==> config.mk <==
export PLATFORM = sky130hd
export DESIGN_NAME = forward_unit
export DESIGN_NICKNAME = d
export VERILOG_FILES = /design/src/rtl/forward_unit_pkg.sv /design/src/rtl/forward_unit_lookup.sv /design/src/rtl/forward_unit.sv
export SDC_FILE = /design/constraint.sdc
export NUM_CORES = 1
export LEC_CHECK = 0
export CORE_ASPECT_RATIO = 1.2
export CORE_MARGIN = 2
export CORE_UTILIZATION = 35
export CTS_CLUSTER_SIZE = 8
export DETAILED_ROUTE_END_ITERATION = 16
export GPL_ROUTABILITY_DRIVEN = 1
export PLACE_DENSITY = 0.7
export SLEW_MARGIN = 20
export SYNTH_ARGS = -nofsm -noshare
export SYNTH_HDL_FRONTEND = slang
export SYNTH_SLANG_ARGS = --single-unit
==> constraint.sdc <==
create_clock -name clk -period 4.9 [get_ports clk]
set_clock_uncertainty 0.2 [all_clocks]
set_input_delay 0.49 -clock clk [delete_from_list [all_inputs] [get_ports clk]]
set_output_delay 0.49 -clock clk [all_outputs]
set_load 0.05 [all_outputs]
==> src/rtl/forward_unit_pkg.sv <==
// Shared types for the commit-to-execute operand forwarding path.
// Holds the default widths and the forward_t bundle that execute consumes.
package forward_unit_pkg;
  localparam int ALU_NUM_DEF = 2;
  localparam int FU_NUM_DEF  = 4;
  localparam int PREG_W_DEF  = 6;
  localparam int FWD_DEPTH   = 2;

  typedef logic [31:0]            word_t;
  typedef logic [PREG_W_DEF-1:0]  preg_addr_t;

  typedef struct packed {
    logic  valid1;
    word_t data1;
    logic  valid2;
    word_t data2;
  } forward_t;

  typedef struct packed {
    logic       valid;
    preg_addr_t preg;
    word_t      data;
  } fwd_entry_t;
endpackage

==> src/rtl/forward_unit_lookup.sv <==
// Priority match of one source address against an ordered candidate list.
// Candidate 0 is the newest result; the lowest matching index wins.
module forward_unit_lookup
  import forward_unit_pkg::*;
#(
  parameter int N      = 6,
  parameter int PREG_W = PREG_W_DEF
) (
  input  logic [PREG_W-1:0]         addr,
  input  logic [N-1:0]              cand_valid,
  input  logic [N-1:0][PREG_W-1:0]  cand_preg,
  input  word_t [N-1:0]             cand_data,
  output logic                      hit,
  output word_t                     value
);
  // Scan oldest to newest so the newest match overwrites earlier ones.
  always_comb begin
    hit   = 1'b0;
    value = '0;
    for (int j = N - 1; j >= 0; j--) begin
      if (cand_valid[j] && (cand_preg[j] == addr) && (addr != '0)) begin
        hit   = 1'b1;
        value = cand_data[j];
      end
    end
  end
endmodule

==> src/rtl/forward_unit.sv <==
// Keeps a DEPTH-cycle window of retired results and forwards them to the
// execute operand muxes until the register file can supply them.
module forward_unit
  import forward_unit_pkg::*;
#(
  parameter int ALU_NUM = ALU_NUM_DEF,
  parameter int FU_NUM  = FU_NUM_DEF,
  parameter int PREG_W  = PREG_W_DEF,
  parameter int DEPTH   = FWD_DEPTH
) (
  input  logic                             clk,
  input  logic                             resetn,
  input  logic                             flush,
  input  logic [ALU_NUM-1:0][PREG_W-1:0]   src1,
  input  logic [ALU_NUM-1:0][PREG_W-1:0]   src2,
  input  logic [ALU_NUM-1:0][PREG_W-1:0]   dst,
  input  word_t [ALU_NUM-1:0]              data,
  output forward_t [FU_NUM-1:0]            forwards,
  output logic [31:0]                      hit_cnt
);
  localparam int N_CAND = ALU_NUM * (DEPTH + 1);
  localparam int CNT_W  = $clog2(2 * ALU_NUM + 1);

  logic [DEPTH-1:0][ALU_NUM-1:0]              hv;
  logic [DEPTH-1:0][ALU_NUM-1:0][PREG_W-1:0]  hp;
  word_t [DEPTH-1:0][ALU_NUM-1:0]             hd;

  logic [N_CAND-1:0]              cv;
  logic [N_CAND-1:0][PREG_W-1:0]  cp;
  word_t [N_CAND-1:0]             cd;

  logic [ALU_NUM-1:0]   h1, h2;
  word_t [ALU_NUM-1:0]  v1, v2;
  logic [CNT_W-1:0]     hits;
  logic [32:0]          cnt_sum;

  // Generation 0 is the newest history; flush clears only the valid bits.
  always_ff @(posedge clk or negedge resetn) begin
    if (!resetn) begin
      hv <= '0;
      hp <= '0;
      hd <= '0;
    end else begin
      for (int g = DEPTH - 1; g > 0; g--) begin
        hv[g] <= hv[g-1];
        hp[g] <= hp[g-1];
        hd[g] <= hd[g-1];
      end
      for (int s = 0; s < ALU_NUM; s++) begin
        hv[0][s] <= (dst[s] != '0);
      end
      hp[0] <= dst;
      hd[0] <= data;
      if (flush) hv <= '0;
    end
  end

  // Candidate order: live commit, then gen 0..DEPTH-1; higher slot first within each.
  always_comb begin
    cv = '0;
    cp = '0;
    cd = '0;
    for (int s = 0; s < ALU_NUM; s++) begin
      cv[ALU_NUM-1-s] = (dst[s] != '0);
      cp[ALU_NUM-1-s] = dst[s];
      cd[ALU_NUM-1-s] = data[s];
      for (int g = 0; g < DEPTH; g++) begin
        cv[(g+1)*ALU_NUM + ALU_NUM-1-s] = hv[g][s];
        cp[(g+1)*ALU_NUM + ALU_NUM-1-s] = hp[g][s];
        cd[(g+1)*ALU_NUM + ALU_NUM-1-s] = hd[g][s];
      end
    end
  end

  for (genvar i = 0; i < ALU_NUM; i++) begin : g_alu
    forward_unit_lookup #(.N(N_CAND), .PREG_W(PREG_W)) u_lk1 (
      .addr(src1[i]), .cand_valid(cv), .cand_preg(cp), .cand_data(cd),
      .hit(h1[i]), .value(v1[i])
    );
    forward_unit_lookup #(.N(N_CAND), .PREG_W(PREG_W)) u_lk2 (
      .addr(src2[i]), .cand_valid(cv), .cand_preg(cp), .cand_data(cd),
      .hit(h2[i]), .value(v2[i])
    );
  end

  always_comb begin
    forwards = '0;
    hits     = '0;
    for (int i = 0; i < ALU_NUM; i++) begin
      forwards[i].valid1 = h1[i];
      forwards[i].data1  = v1[i];
      forwards[i].valid2 = h2[i];
      forwards[i].data2  = v2[i];
      hits = hits + CNT_W'(h1[i]) + CNT_W'(h2[i]);
    end
  end

  assign cnt_sum = {1'b0, hit_cnt} + 33'(hits);

  // Saturating; survives flush so it reflects total forwarding activity.
  always_ff @(posedge clk or negedge resetn) begin
    if (!resetn) hit_cnt <= '0;
    else         hit_cnt <= cnt_sum[32] ? '1 : cnt_sum[31:0];
  end
endmodule

==> impl_metrics.csv <==
group,metric,value,unit
pwr,swShare,0.387,
drt,dr_wl_met3,9120,um
floorplan,die-area,0.0440,mm^2
pwr,powerDensity,244,mW/mm^2
worst_setup_path,arrival,3960,ps
pwr,max-vdd-ir-drop,0.000201,V
pwr,total_power,4.65,mW
status,status,"complete, no violations",
grt,grt_pass1_wl,100000,um
grt,grt_max_degree,101,
drt,met2_length,30300,um
drt,avgRoutedWirePerCell,26.4,um
drt,drt_iter0_markers,2288,
placed_design,dp_cells,2529,
synthesis,synthesis.area,0.0148,mm^2
floorplan,rows,82,
run,maxCapViolCount,0,
synthesis,synth_top_area_cell,"dfrtp_1",
floorplan,io_pins,399,
sta,setup_tns,0,ps
clock_network,cts_resized,0,
synthesis,synth_edf_count,0,
grt,overflow,0,
layout,multiInputGateArea,0.00886,mm^2
placed_design,port_buffers,266,
sta,rsz0062_at_grt,"false",
sta,tightest_slew,1150,ps
synthesis,postSynthCellCount,1798,
sta,max_freq,215,MHz
floorplan,core,0.0418,mm^2
drt,first_pass_iters,8,
floorplan,start_util,0.354,
layout,area_delta_synth_final,28.8,%
clock_network,cts.sinks,188,
sta,setup_viol,0,
synthesis,synthDominantCellAreaShare,0.318,
hold_path,hp-class,"register to register",
sta,post-route-min-period,4650,ps
layout,layout_commonest_cell,"buf_4",
pwr,pwr-share-seq,0.382,
drt,routed.top_layer,"met5",
pwr,leakage,7.64,nW
clock_network,clk_latency,450,ps
clock_network,path_clk_slew,80,ps
pwr,pwr-share-clk,0.316,
grt,grt_pass1_vias,16000,
sta,drv_slew,0,
floorplan,die_w,192,um
clock_network,postCtsSetupBuffers,0,
synthesis,ys_warn_count,0,
layout,seq_area,0.00470,mm^2
worst_setup_path,critical_path_required,4210,ps
clock_network,cts_buffer_depth,2,
clock_network,cts_buffers,17,
layout,final_cell_mix,"192 x buf_4, 188 x dfrtp_1, 180 x nand3_1, 144 x nand2_1",
pwr,p_int,2.85,mW
floorplan,die_y,229,um
sta,fin_crit_sh,0.949,
pwr,p_switching,1.80,mW
sta,finalHoldViolations,0,
clock_network,cts_tree,"done",
clock_network,root_buffer,"clkbuf_16",
drt,wl_met1,24500,um
synthesis,synthDistinctLibCells,57,
placed_design,gp_congestion,0.951,
drt,antenna_left,0,
layout,fin_cells,2563,
drt,viasPerCell,6.32,
synthesis,synth_seq_area_share,0.318,
sta,max_slew_margin,0.229,
sta,holdWs,258,ps
synthesis,avgSynthCellArea,8.23,um^2
grt,grt_antenna_before_repair,5,
synthesis,synth_ff_type,"dfrtp_1",
synthesis,synth.ff_latch_count,188,
layout,nets,2110,
grt,grt_usage,0.302,
drt,vias,16200,
worst_setup_path,critPathLaunchType,"primary input",
synthesis,async_reset_ff_frac,1.00,
layout,fillers,3990,
worst_setup_path,crit_type,"primary input to output pin",
clock_network,h-tree-depth,4,
drt,drc_errors,0,
synthesis,synthTopCellsByArea,"dfrtp_1 32%, xnor2_1 7.9%, buf_4 7.0%",
pwr,comb_power_share,0.302,
drt,drt-total-wl,67600,um
layout,drive_gt1_frac,0.172,
worst_setup_path,critPathCaptureType,"output pin",
placed_design,hpwl,43400,um
worst_setup_path,crit_fanout,33,
## flip-flops by register name, summed over array words and instances, names as in the netlist
name / cells
hit_cnt: 32
cp: 24
cd: 128
cv: 4
## synthesized netlist by cell type (14+ instances only)
library cell	number
and3_1	44
o211ai_1	34
xor2_1	31
nor3_1	19
a221oi_1	33
nor2_1	57
clkbuf_1	134
a41oi_1	17
buf_2	64
dfrtp_1	188
a22oi_1	32
xnor2_1	133
a221o_1	35
nand3_1	183
o21ai_1	64
o21ai_0	34
o22a_1	42
nand4_1	29
a311oi_1	14
buf_4	138
a31oi_1	27
nand2_1	145
a21oi_1	88
o221ai_1	78
nand3b_1	25
## worst max-delay path, cell delays in order
cell	delay (ps)
clkdlybuf4s50_1	520
buf_4	200
nor2_1	60
and3_1	230
buf_4	170
nor4_2	550
buf_4	610
nor2_4	360
a22oi_1	250
o21ai_0	240
buf_4	260
## area by class of cell
class,instances,area share
antenna,1,0.000131
clock buffer,17,0.0223
clock inverter,15,0.00926
inverter,8,0.00158
multi-input combinational,1392,0.465
sequential,188,0.247
tap,546,0.0358
timing repair buffer,396,0.219
## stage by stage
step	instance area, um^2	setup slack [ps]	util
floorplan	15300	14.3	-
global placement	18400	-186	0.442
detailed placement	18400	-192	0.442
CTS	19100	254	0.456
global route	19100	37.3	0.456
finish	19100	250	0.456
## repair_timing
item                                   CTS  global route
hold buffers                             1             0
endpoints found under the hold margin   77             0
setup endpoints to repair                0             1
## worst paths after layout
check	startpoint	end	slack (ps)	cells past startpoint
min	cd[88]	cd[152]	260	0
max in group asynchronous	resetn	cd[162]	2960	3
max	dst[9]	forwards[31]	250	11
min reg2reg	cd[88]	cd[152]	260	0
min in group asynchronous	resetn	hit_cnt[28]	500	2
max reg2reg	cp[15]	hit_cnt[15]	460	17
## power groups by stage
stage / clock (mW) / sequential [mW] / combinational, mW
finish: 1.47 / 1.78 / 1.40
detailed placement: 0 / 1.80 / 1.39
floorplan: 0 / 1.83 / 0.870
global placement: 0 / 1.80 / 1.39
CTS: 1.49 / 1.77 / 1.40
global route: 1.54 / 1.79 / 1.47
## per-layer routing
layer | track usage | vias to the layer above
li1 | - | 6827
met1 | 0.374 | 7665
met2 | 0.462 | 1385
met3 | 0.0998 | 321
met4 | 0.159 | 8
met5 | 0 | -
## kinds of logic after synthesis
| group | count (synthesis) | share of synthesized area |
|---|---|---|
| DFF | 188 | 0.318 |
| and+or+nand+nor | 561 | 0.192 |
| buffers and inverters | 349 | 0.129 |
| AOI/OAI and AO/OA | 528 | 0.257 |
| other | 1 | 0.000253 |
| xor gates and xnor gates | 164 | 0.0970 |
| adders and majority gates | 4 | 0.00490 |
| muxes | 3 | 0.00220 |
Note: power is estimated with default switching activity, not from simulation.
